File: src/rtl/complement_pkg.sv
// Shared types for the bit/digit-serial complement unit: operation modes and FSM states.
package complement_pkg;
  typedef enum logic [1:0] {
    MODE_ABS   = 2'd0,
    MODE_NEG   = 2'd1,
    MODE_TC2SM = 2'd2,
    MODE_SM2TC = 2'd3
  } mode_t;

  typedef enum logic [1:0] {
    ST_IDLE = 2'd0,
    ST_RUN  = 2'd1,
    ST_DONE = 2'd2
  } state_t;
endpackage

File: src/rtl/complement_digit.sv
// One digit of serial two's-complement negation: optional invert plus carry-in, carry-out.
module complement_digit #(
  parameter int DIGIT = 1
) (
  input  logic [DIGIT-1:0] bits,
  input  logic             neg,
  input  logic             cin,
  output logic [DIGIT-1:0] dout,
  output logic             cout
);
  logic [DIGIT:0] sum;

  assign sum  = {1'b0, ~bits} + {{DIGIT{1'b0}}, cin};
  // Pass-through digits leave the carry untouched; it is only consumed when negating.
  assign dout = neg ? sum[DIGIT-1:0] : bits;
  assign cout = neg ? sum[DIGIT] : cin;
endmodule

File: src/rtl/complement_serial.sv
// Digit-serial ABS/NEG/TC2SM/SM2TC unit with valid/ready handshakes on both sides.
module complement_serial
  import complement_pkg::*;
#(
  parameter int WIDTH = 8,
  parameter int DIGIT = 1
) (
  input  logic             clk,
  input  logic             rst_n,
  input  logic             in_valid,
  output logic             in_ready,
  input  logic [WIDTH-1:0] A,
  input  logic [1:0]       mode,
  output logic             out_valid,
  input  logic             out_ready,
  output logic [WIDTH-1:0] Q,
  output logic             ovf
);
  localparam int NDIG = WIDTH / DIGIT;
  localparam int CW   = (NDIG > 1) ? $clog2(NDIG) : 1;
  localparam logic [CW-1:0]    LAST    = CW'(NDIG - 1);
  localparam logic [WIDTH-1:0] MIN_VAL = {1'b1, {(WIDTH-1){1'b0}}};

  if (WIDTH < 2) begin : g_width_chk
    $error("complement_serial: WIDTH must be >= 2");
  end
  if (WIDTH % DIGIT != 0) begin : g_digit_chk
    $error("complement_serial: WIDTH must be a multiple of DIGIT");
  end

  state_t           state;
  mode_t            mode_r, mode_in;
  logic [WIDTH-1:0] w, w_nxt, res;
  logic [CW-1:0]    cnt;
  logic             carry, neg, ovf_pend;
  logic [DIGIT-1:0] dig;
  logic             cout, accept;

  assign mode_in   = mode_t'(mode);
  assign in_ready  = (state == ST_IDLE) || (state == ST_DONE && out_ready);
  assign out_valid = (state == ST_DONE);
  assign accept    = in_valid && in_ready;

  complement_digit #(.DIGIT(DIGIT)) u_digit (
    .bits (w[DIGIT-1:0]),
    .neg  (neg),
    .cin  (carry),
    .dout (dig),
    .cout (cout)
  );

  // Result digits enter at the MSB so the word is fully rotated after NDIG cycles.
  if (DIGIT == WIDTH) begin : g_full
    assign w_nxt = dig;
  end else begin : g_shift
    assign w_nxt = {dig, w[WIDTH-1:DIGIT]};
  end

  always_comb begin
    res = w_nxt;
    if (mode_r == MODE_TC2SM && neg)
      res = ovf_pend ? '1 : {1'b1, w_nxt[WIDTH-2:0]};
  end

  always_ff @(posedge clk or negedge rst_n) begin
    if (!rst_n) begin
      state    <= ST_IDLE;
      mode_r   <= MODE_ABS;
      w        <= '0;
      cnt      <= '0;
      carry    <= 1'b0;
      neg      <= 1'b0;
      ovf_pend <= 1'b0;
      Q        <= '0;
      ovf      <= 1'b0;
    end else begin
      case (state)
        ST_IDLE, ST_DONE: begin
          if (accept) begin
            // SM2TC works on the magnitude only; the sign bit just selects negation.
            w        <= (mode_in == MODE_SM2TC) ? {1'b0, A[WIDTH-2:0]} : A;
            mode_r   <= mode_in;
            cnt      <= '0;
            carry    <= 1'b1;
            neg      <= (mode_in == MODE_NEG) ? 1'b1 : A[WIDTH-1];
            ovf_pend <= (A == MIN_VAL) && (mode_in != MODE_SM2TC);
            state    <= ST_RUN;
          end else if (state == ST_DONE && out_ready) begin
            state <= ST_IDLE;
          end
        end
        ST_RUN: begin
          w     <= w_nxt;
          carry <= cout;
          cnt   <= cnt + 1'b1;
          if (cnt == LAST) begin
            Q     <= res;
            ovf   <= ovf_pend;
            state <= ST_DONE;
          end
        end
        default: state <= ST_IDLE;
      endcase
    end
  end
endmodule

File: config.mk
export PLATFORM = sky130hd
export DESIGN_NAME = complement_serial
export DESIGN_NICKNAME = d
export VERILOG_FILES = /design/src/rtl/complement_pkg.sv /design/src/rtl/complement_digit.sv /design/src/rtl/complement_serial.sv
export SDC_FILE = /design/constraint.sdc
export NUM_CORES = 1
export LEC_CHECK = 0
export CORE_MARGIN = 4
export CORE_UTILIZATION = 40
export DETAILED_ROUTE_END_ITERATION = 16
export GPL_TIMING_DRIVEN = 0
export SLEW_MARGIN = 0
export SYNTH_ARGS = -nofsm -noshare
export SYNTH_HDL_FRONTEND = slang
export SYNTH_SLANG_ARGS = --single-unit
File: constraint.sdc
create_clock -name clk -period 3.7 [get_ports clk]
set_input_delay 0.555 -clock clk [delete_from_list [all_inputs] [get_ports clk]]
set_output_delay 0.555 -clock clk [all_outputs]
set_load 0.1 [all_outputs]
==> reports/qor.yml, run 1 <==
path_clk_slew_ns: 0.14
crit_family: "buffers and inverters"
synthCells: 115
grt_pass1_vias: 958
grt_setup_unrepaired: "false"
worst_pin_slew_ns: 0.965
netlist.area_leader.share: 0.520
grt_max_degree: 28
synth_ff_type: "dfrtp_1"
setup_viol_count_final: 0
synth_warnings: 0
post_cts_buffers: 0
p_clk_frac: 0.081
yosysUniqueCellTypes: 28
boundaryPins: 25
cp_num_buf_inv: 2
multiInputGateArea_um2: 574
io_buffers: 24
crit_path_end_kind: "output port"
p_switching_uw: 737
nFillCells: 310
cts.sinks: 27
drive_gt1_frac: 0.153
ctsResizeCount: 0
synth_nets: 132
drt_iter0_drc: 24
die_w_um: 65.0
globalplace.congestion: 0.732
htree_levels: 1
skew_ns: 0.00757
synthToLayoutAreaGrowth_pct: 26.0
ys_async_sr_fraction: 1.00
cp-start-kind: "input port"
wire_per_inst_um: 13.4
grt_usage: 0.136
clk_path_buf_depth: 2
synth-compound-area-share: 0.117
drv_slew: 0
path_cells: "clkdlybuf4s50_1, nor2b_2, nor2_1, clkdlybuf4s50_1"
crit_path_top_delay_cell: "clkdlybuf4s50_1"
routed_via_density: 4.91
final_cell_mix: "dfrtp_1, clkdlybuf4s50_1, nand2_1, o21ai_0"
dpl.hpwl_mm: 1.91
hold_viol: 0
ant_nets: 0
synthSimpleGateAreaFrac: 0.132
synth_mux_area_frac: 0.165
root_buffer: "clkbuf_4"
synth-xor-area-share: 0
numCtsBuffers: 3
via_count: 924
swShare: 0.475
synth-edff-count: 0
comb_power_share: 0.585
row_count: 20
p_leak_nw: 0.736
antenna_found_initial: 0
synth_top_family_by_area: "multiplexers"
ys_seq_area_frac: 0.520
syn_area_um2: 1300
cellPowerDensity_nw_per_um2: 948
cts_hold_buf: 0
wl_mm: 2.51
dieHeight_um: 65.0
synth.avg_cell_area_um2: 11.3
max_stage_delay_ns: 1.13
internal_power_uw: 814
grt_pass1_wl_mm: 4.42
synth_area_leaders: "dfrtp_1, mux2_2, o21ai_0"
cp.required_ns: 3.14
insertion_delay_ns: 0.32
layout.nets: 162
rrSetupSlack_ns: 1.98
hp-class: "reg2reg"
regArea_um2: 676
maxCapViolCount: 0
overflow: 0
fin_crit_sh: 0.796
p_total_mw: 1.55
cp.arrival_ns: 2.39
drc: 0
initial_core_util: 0.422
cp_max_fo: 5
firstDrtPassIters: 4
antennaDiodeCount: 0
dieArea_um2: 4220
tritoncts: "done"
slew_headroom: 0.355
path_class: "in2out"
core_area_um2: 3080
tns_ns: 0
synthAdderAreaFrac: 0.0289
seqPwrFrac: 0.334
synth-seq-cells: 27
fin_crit_ns: 2.95
max_clock_freq_mhz: 339
outcome: "finished clean"
final_common_cell: "dfrtp_1"
yosysTopAreaCell: "dfrtp_1"
ir_drop_mv: 0.408
cpMostUsedCell: "clkdlybuf4s50_1"
-- area by class of cell --
class | instances | share of cell area
clock buffers | 3 | 0.0138
clock inverters | 1 | 0.00306
well taps | 44 | 0.0336
plain buffers | 4 | 0.0183
multi-input cells | 79 | 0.351
inverters | 5 | 0.0115
repair buffers | 25 | 0.156
flip-flops and latches | 27 | 0.413
-- layer usage --
metal  routed length [um]  track usage  part of all wire  vias up
met5                    0            0                 0        -
li1                     -            -                 -      462
met1                 1210        0.176              0.48      442
met2                 1190        0.222              0.47       18
met3                   93       0.0416             0.037        2
met4                   18       0.0317            0.0072        0
-- cells in the mapped netlist, types with 3 or more instances --
cell      number
ha_1           3
nand2b_1       5
dfrtp_1       27
nor2_1         9
nand2_1       13
a31oi_1        3
mux2i_1        3
mux2_4         4
mux2_2         9
inv_1          5
o21ai_0       13
-- metrics by stage --
step / worst slack [ns] / hold WS, ns / util / std cells / cell area, um2
2_1_floorplan: 1.28 / 0.259 / - / 115 / 1300
3_3_place_gp: 0.765 / 0.462 / 0.518 / 183 / 1590
3_5_place_dp: 0.746 / 0.470 / 0.518 / 183 / 1590
4_1_cts: 0.740 / 0.503 / 0.527 / 187 / 1620
5_1_grt: 0.669 / 0.530 / 0.532 / 188 / 1640
6_report: 0.754 / 0.494 / 0.532 / 188 / 1640
-- final timing paths --
kind	start	to	cells past startpoint
worst max-delay path	out_ready	in_ready	4
worst max register to register	cnt[0]$_DFFE_PN0P_	state[1]$_DFFE_PN0P_	5
min in group asynchronous	rst_n	Q[7]$_DFFE_PN0P_	1
max in group asynchronous	rst_n	cnt[1]$_DFFE_PN0P_	2
worst min-delay path	Q[0]$_DFFE_PN0P_	Q[0]$_DFFE_PN0P_	2
worst min register to register	Q[0]$_DFFE_PN0P_	Q[0]$_DFFE_PN0P_	2
-- power by group through the flow --
stage | registers, mW | logic [mW] | clock network (mW)
finish | 0.518 | 0.908 | 0.125
global route | 0.538 | 0.980 | 0.146
CTS | 0.520 | 0.914 | 0.133
detailed placement | 0.527 | 0.910 | 0
global placement | 0.521 | 0.901 | 0
floorplan | 0.776 | 0.453 | 0
-- cells by family after synthesis --
| logic type | after synthesis |
|---|---|
| muxes | 18 |
| and+or+nand+nor | 35 |
| AOI/OAI and AO/OA | 23 |
| DFF | 27 |
| buffers and inverters | 9 |
| adders and majority gates | 3 |
-- registers in the layout, indices dropped and copies added (netlist names) --
signal	count
neg	1
ovf_pend	1
state	2
mode_r	2
cnt	3
carry	1
Q	8
w	8
ovf	1
-- worst reg2reg max path, stage by stage (launching register included) --
cell and delay (ns):
dfrtp_1 0.42, ha_1 0.21, ha_1 0.22, nand3b_1 0.27, clkbuf_1 0.35, o21ai_0 0.15
Note: power is estimated with default switching activity, not from simulation.
==> run 2, diff against run 1 <==
- PLACE_DENSITY: default -> 0.67
- clock period: 3.7 -> 2.6 ns (I/O delays scaled with it)
==> reports/qor.yml, run 2 (synthesized netlist as in run 1, its figures left out) <==
dpl.hpwl_mm: 1.91  # -0.42%
cp-start-kind: "flop"
io_buffers: 24  # unchanged
worst_pin_slew_ns: 1.17  # +0.207 ns
initial_core_util: 0.422  # unchanged
multiInputGateArea_um2: 574  # unchanged
drt_iter0_drc: 35  # +46%
firstDrtPassIters: 4  # unchanged
htree_levels: 1  # unchanged
synthToLayoutAreaGrowth_pct: 24.9
maxCapViolCount: 0  # unchanged
p_total_mw: 2.20  # +42%
cts_hold_buf: 0  # unchanged
cp_max_fo: 6  # +1
fin_crit_sh: 0.894
dp_slack_ns: -0.0107  # -0.756 ns
grt_max_degree: 28  # unchanged
drv_slew: 0  # unchanged
insertion_delay_ns: 0.32  # about the same
wl_mm: 2.49  # -1.1%
via_count: 930  # +0.65%
drive_gt1_frac: 0.140  # -0.0129
setup_viol_count_final: 0  # unchanged
placed_area_um2: 1590  # unchanged
drc: 0  # unchanged
reg_top3: "Q (8), w (8), cnt (3)"
path_class: "reg2out"
post_cts_buffers: 0  # unchanged
dieHeight_um: 65.0  # unchanged
globalplace.congestion: 0.760  # +3.8%
nFillCells: 298  # -3.9%
final_common_cell: "dfrtp_1"
fin_cells: 187  # -0.53%
tritoncts: "done"
row_count: 20  # unchanged
slew_headroom: 0.217  # -0.138
routed_via_density: 4.97  # +1.2%
skew_ns: 0.00285  # -0.00472 ns
layout.nets: 161  # -0.62%
fin_crit_ns: 2.32
ctsResizeCount: 1  # +1
antenna_found_initial: 0  # unchanged
grt_pass1_vias: 882  # -7.9%
antennaDiodeCount: 0  # unchanged
core_area_um2: 3080  # unchanged
hp-class: "reg2reg"
path_clk_slew_ns: 0.14  # about the same
ir_drop_mv: 0.475  # +16%
numCtsBuffers: 3  # unchanged
p_leak_nw: 0.747  # +1.5%
cp.required_ns: 2.21  # -0.93 ns
grt_pass1_wl_mm: 4.09  # -7.4%
regArea_um2: 676  # unchanged
grt_usage: 0.127  # -0.00932
outcome: "finished clean"
overflow: 0  # unchanged
root_buffer: "clkbuf_4"
cellPowerDensity_nw_per_um2: 1360  # +43%
wire_per_inst_um: 13.3  # -0.55%
dieArea_um2: 4220  # unchanged
stdcell_area_um2: 1620  # -0.92%
worst_slack_ns: 0.275  # -0.479 ns
dp.cells: 183  # unchanged
hold-worst-slack_ns: 0.490  # -0.00383 ns
ant_nets: 0  # unchanged
max_clock_freq_mhz: 430
cp.arrival_ns: 1.93  # -0.46 ns
final_cell_mix: "dfrtp_1, clkdlybuf4s50_1, nand2_1, o21ai_0"
clk_path_buf_depth: 2  # unchanged
cts.sinks: 27  # unchanged
hold_viol: 0  # unchanged
grt_setup_unrepaired: "false"
boundaryPins: 25  # unchanged
die_w_um: 65.0  # unchanged
crit_path_end_kind: "output port"
run 2: cell count changes in the layout (fill, tap and decap cells not counted):
| cell | delta |
|---|---|
| clkdlybuf4s50_1 | -2 |
| dlygate4sd2_1 | +1 |
| buf_8 | -1 |
| clkbuf_1 | +1 |
| clkinv_2 | -1 |
| dlymetal6s2s_1 | +1 |
run 2: critical path, stage by stage (launching register included):
cell and delay, ns:
dfrtp_1 0.46, nor2b_2 0.22, nor2_1 0.08, dlygate4sd2_1 0.85
run 2: where the power goes:
group / leakage [nW] / internal, mW / switching (mW) / total, mW
clock network: 0.0150 / 0.0601 / 0.121 / 0.181
logic: 0.401 / 0.483 / 0.800 / 1.28
registers: 0.331 / 0.608 / 0.130 / 0.738
total: 0.747 / 1.15 / 1.05 / 2.20
run 2: stage by stage:
stage	util	setup TNS, ns
after floorplan	-	0
after global placement	0.518	-0.000994
after detailed placement	0.518	-0.0107
after CTS	0.526	0
after global routing	0.527	0
final	0.527	0
run 2: path summary, 6_finish.rpt:
kind	startpoint	depth (start not counted)	endpoint	slack [ns]
setup reg to reg	cnt[0]$_DFFE_PN0P_	5	state[1]$_DFFE_PN0P_	0.90
max in group asynchronous	rst_n	1	carry$_DFFE_PN0P_	1.24
setup / recovery	state[1]$_DFFE_PN0P_	3	in_ready	0.28
min in group asynchronous	rst_n	1	Q[1]$_DFFE_PN0P_	0.67
hold / removal	cnt[0]$_DFFE_PN0P_	1	cnt[0]$_DFFE_PN0P_	0.49
hold reg to reg	cnt[0]$_DFFE_PN0P_	1	cnt[0]$_DFFE_PN0P_	0.49
run 2: routing by layer:
metal,global-route usage,vias to the layer above,share of wire
met4,0.0580,0,0.019
li1,-,465,-
met5,0,-,0
met2,0.195,22,0.46
met3,0.0225,6,0.035
met1,0.172,437,0.49
run 2: cell type report:
type                       instances  share of cell area
sequential                        27               0.417
multi-input combinational         79               0.354
timing repair buffer              24               0.149
tap                               44              0.0340
buffer                             4              0.0185
clock buffer                       4              0.0162
inverter                           5              0.0116
==> run 3, diff against run 2 <==
- CORE_UTILIZATION: 40 -> 45
- CTS_BUF_LIST: default -> sky130_fd_sc_hd__clkbuf_16
- PLACE_DENSITY: 0.67 -> 0.74
==> reports/qor.yml, run 3 (synthesized netlist as in run 1, its figures left out) <==
outcome: "finished clean"
final_cell_mix: "dfrtp_1, clkdlybuf4s50_1, nand2_1, o21ai_0"
path_cells: "nand2b_1, inv_1, clkdlybuf4s50_1"
grt_pass1_vias: 917  # +4.0%
cts.sinks: 27  # unchanged
maxCapViolCount: 0  # unchanged
globalplace.congestion: 0.817  # +7.5%
rrSetupSlack_ns: 0.92  # +0.02 ns
grt_pass1_wl_mm: 4.44  # +8.6%
wire_per_inst_um: 15.9  # +20%
hp-class: "reg2reg"
core_area_um2: 2760  # -10%
fin_crit_ns: 2.44  # +0.111 ns
dieHeight_um: 61.7  # -5.0%
cellPowerDensity_nw_per_um2: 1460  # +7.1%
max_stage_delay_ns: 1.12  # +0.27 ns
drt_iter0_drc: 20  # -43%
max_clock_freq_mhz: 410  # -4.6%
cts_hold_buf: 0  # unchanged
cp.arrival_ns: 2.05  # +0.12 ns
min_path_cells: 2  # +1
cp.required_ns: 2.21  # about the same
drv_slew: 0  # unchanged
reg_top3: "Q (8), w (8), cnt (3)"
postLayoutCoreUtil: 0.602  # +0.0748
numCtsBuffers: 3  # unchanged
cp_max_fo: 7  # +1
skew_ns: 0.00219  # -0.000659 ns
antennaDiodeCount: 0  # unchanged
hold-worst-slack_ns: 0.478  # -0.0122 ns
placed_area_um2: 1580  # -1.0%
boundaryPins: 25  # unchanged
cp-start-kind: "flop"
row_count: 19  # -5.0%
ctsResizeCount: 1  # unchanged
ant_nets: 0  # unchanged
grt_max_degree: 28  # unchanged
r2r_start: "cnt[0]$_DFFE_PN0P_"
insertion_delay_ns: 0.26  # -0.06 ns
initial_core_util: 0.471  # +0.0490
hold_viol: 0  # unchanged
path_clk_slew_ns: 0.07  # -0.07 ns
post_cts_buffers: 0  # unchanged
routed_via_density: 5.42  # +9.0%
setup_viol_count_final: 0  # unchanged
firstDrtPassIters: 4  # unchanged
worst_pin_slew_ns: 1.19  # +0.0205 ns
antenna_found_initial: 0  # unchanged
grt_setup_unrepaired: "false"
io_buffers: 24  # unchanged
r2r_cells: 5  # unchanged
dpl.hpwl_mm: 2.01  # +5.6%
clk_path_buf_depth: 2  # unchanged
htree_levels: 1  # unchanged
worst_r2r_endpoint: "state[1]$_DFFE_PN0P_"
via_count: 943  # +1.4%
path_class: "reg2out"
overflow: 0  # unchanged
wl_mm: 2.77  # +11%
dieArea_um2: 3810  # -9.8%
hold_start: "Q[6]$_DFFE_PN0P_"
final_common_cell: "dfrtp_1"
drc: 0  # unchanged
die_w_um: 61.7  # -5.0%
ir_drop_mv: 1.16  # +140%
grt_usage: 0.163  # +0.0363
crit_path_end_kind: "output port"
layout.nets: 161  # unchanged
crit_path_top_delay_cell: "clkdlybuf4s50_1"
p_leak_nw: 0.751  # +0.49%
tritoncts: "done"
drive_gt1_frac: 0.147  # +0.00699
root_buffer: "clkbuf_16"
synthToLayoutAreaGrowth_pct: 27.7
fin_crit_sh: 0.937  # +0.0428
whs_endpoint: "Q[6]$_DFFE_PN0P_"
slew_headroom: 0.203  # -0.0137
stdcell_area_um2: 1660  # +2.3%
==> run 3: changes by cell type in the layout (fill, tap and decap cells not counted), sizes merged <==
cell	delta
clkbuf	-1
clkdlybuf4s50	+1
clkinvlp	+1
dlymetal6s2s	-1
==> run 3: metrics by stage <==
stage	setup TNS, ns	total power, mW	cells	worst slack (ns)
4_1_cts	0	2.43	174	0.160
6_report	0	2.41	174	0.164
5_1_grt	0	2.55	174	0.0741
3_5_place_dp	-0.0171	2.06	170	-0.0171
2_1_floorplan	0	1.75	115	0.364
3_3_place_gp	-0.000296	2.01	170	-0.000296
==> run 3: worst max path at each step <==
stage                         startpoint   endpoint  slack [ns]  cells after the start
floorplan           state[1]$_DFFE_PN0P_   in_ready        0.36                      2
global placement               out_ready   in_ready     -0.0003                      4
detailed placement             out_ready   in_ready       -0.02                      4
CTS                 state[0]$_DFFE_PN0P_  out_valid        0.16                      3
global route        state[0]$_DFFE_PN0P_  out_valid        0.07                      3
finish              state[0]$_DFFE_PN0P_  out_valid        0.16                      3
==> run 3: area by class of cell <==
cell class	count	area, um2
fillers	237	1100
flip-flops and latches	27	676
multi-input cells	79	574
clock buffers	3	75.1
repair buffers	24	239
plain buffers	4	30.0
clock inverters	1	7.51
inverters	5	18.8
well taps	31	38.8
==> run 3: worst max-delay path: cells and delay by family (launching register included) <==
kind | cells | cell delay (ns)
flip-flops | 1 | 0.44
buffers and inverters | 2 | 1.17
AND/OR/NAND/NOR | 1 | 0.18
==> run 3: power breakdown <==
| part | total, mW | switching (mW) | internal, mW |
|---|---|---|---|
| registers | 0.750 | 0.139 | 0.611 |
| clock network | 0.357 | 0.148 | 0.209 |
| logic | 1.31 | 0.822 | 0.485 |
==> run 3: metal layers <==
| layer | share of wire | global-route usage | up-vias | wire [um] |
|---|---|---|---|---|
| met5 | 0 | 0 | - | 0 |
| met4 | 0.0061 | 0.0576 | 0 | 17 |
| met3 | 0.029 | 0.0248 | 2 | 79 |
| met2 | 0.53 | 0.287 | 15 | 1460 |
| met1 | 0.44 | 0.202 | 462 | 1220 |
| li1 | - | - | 464 | - |
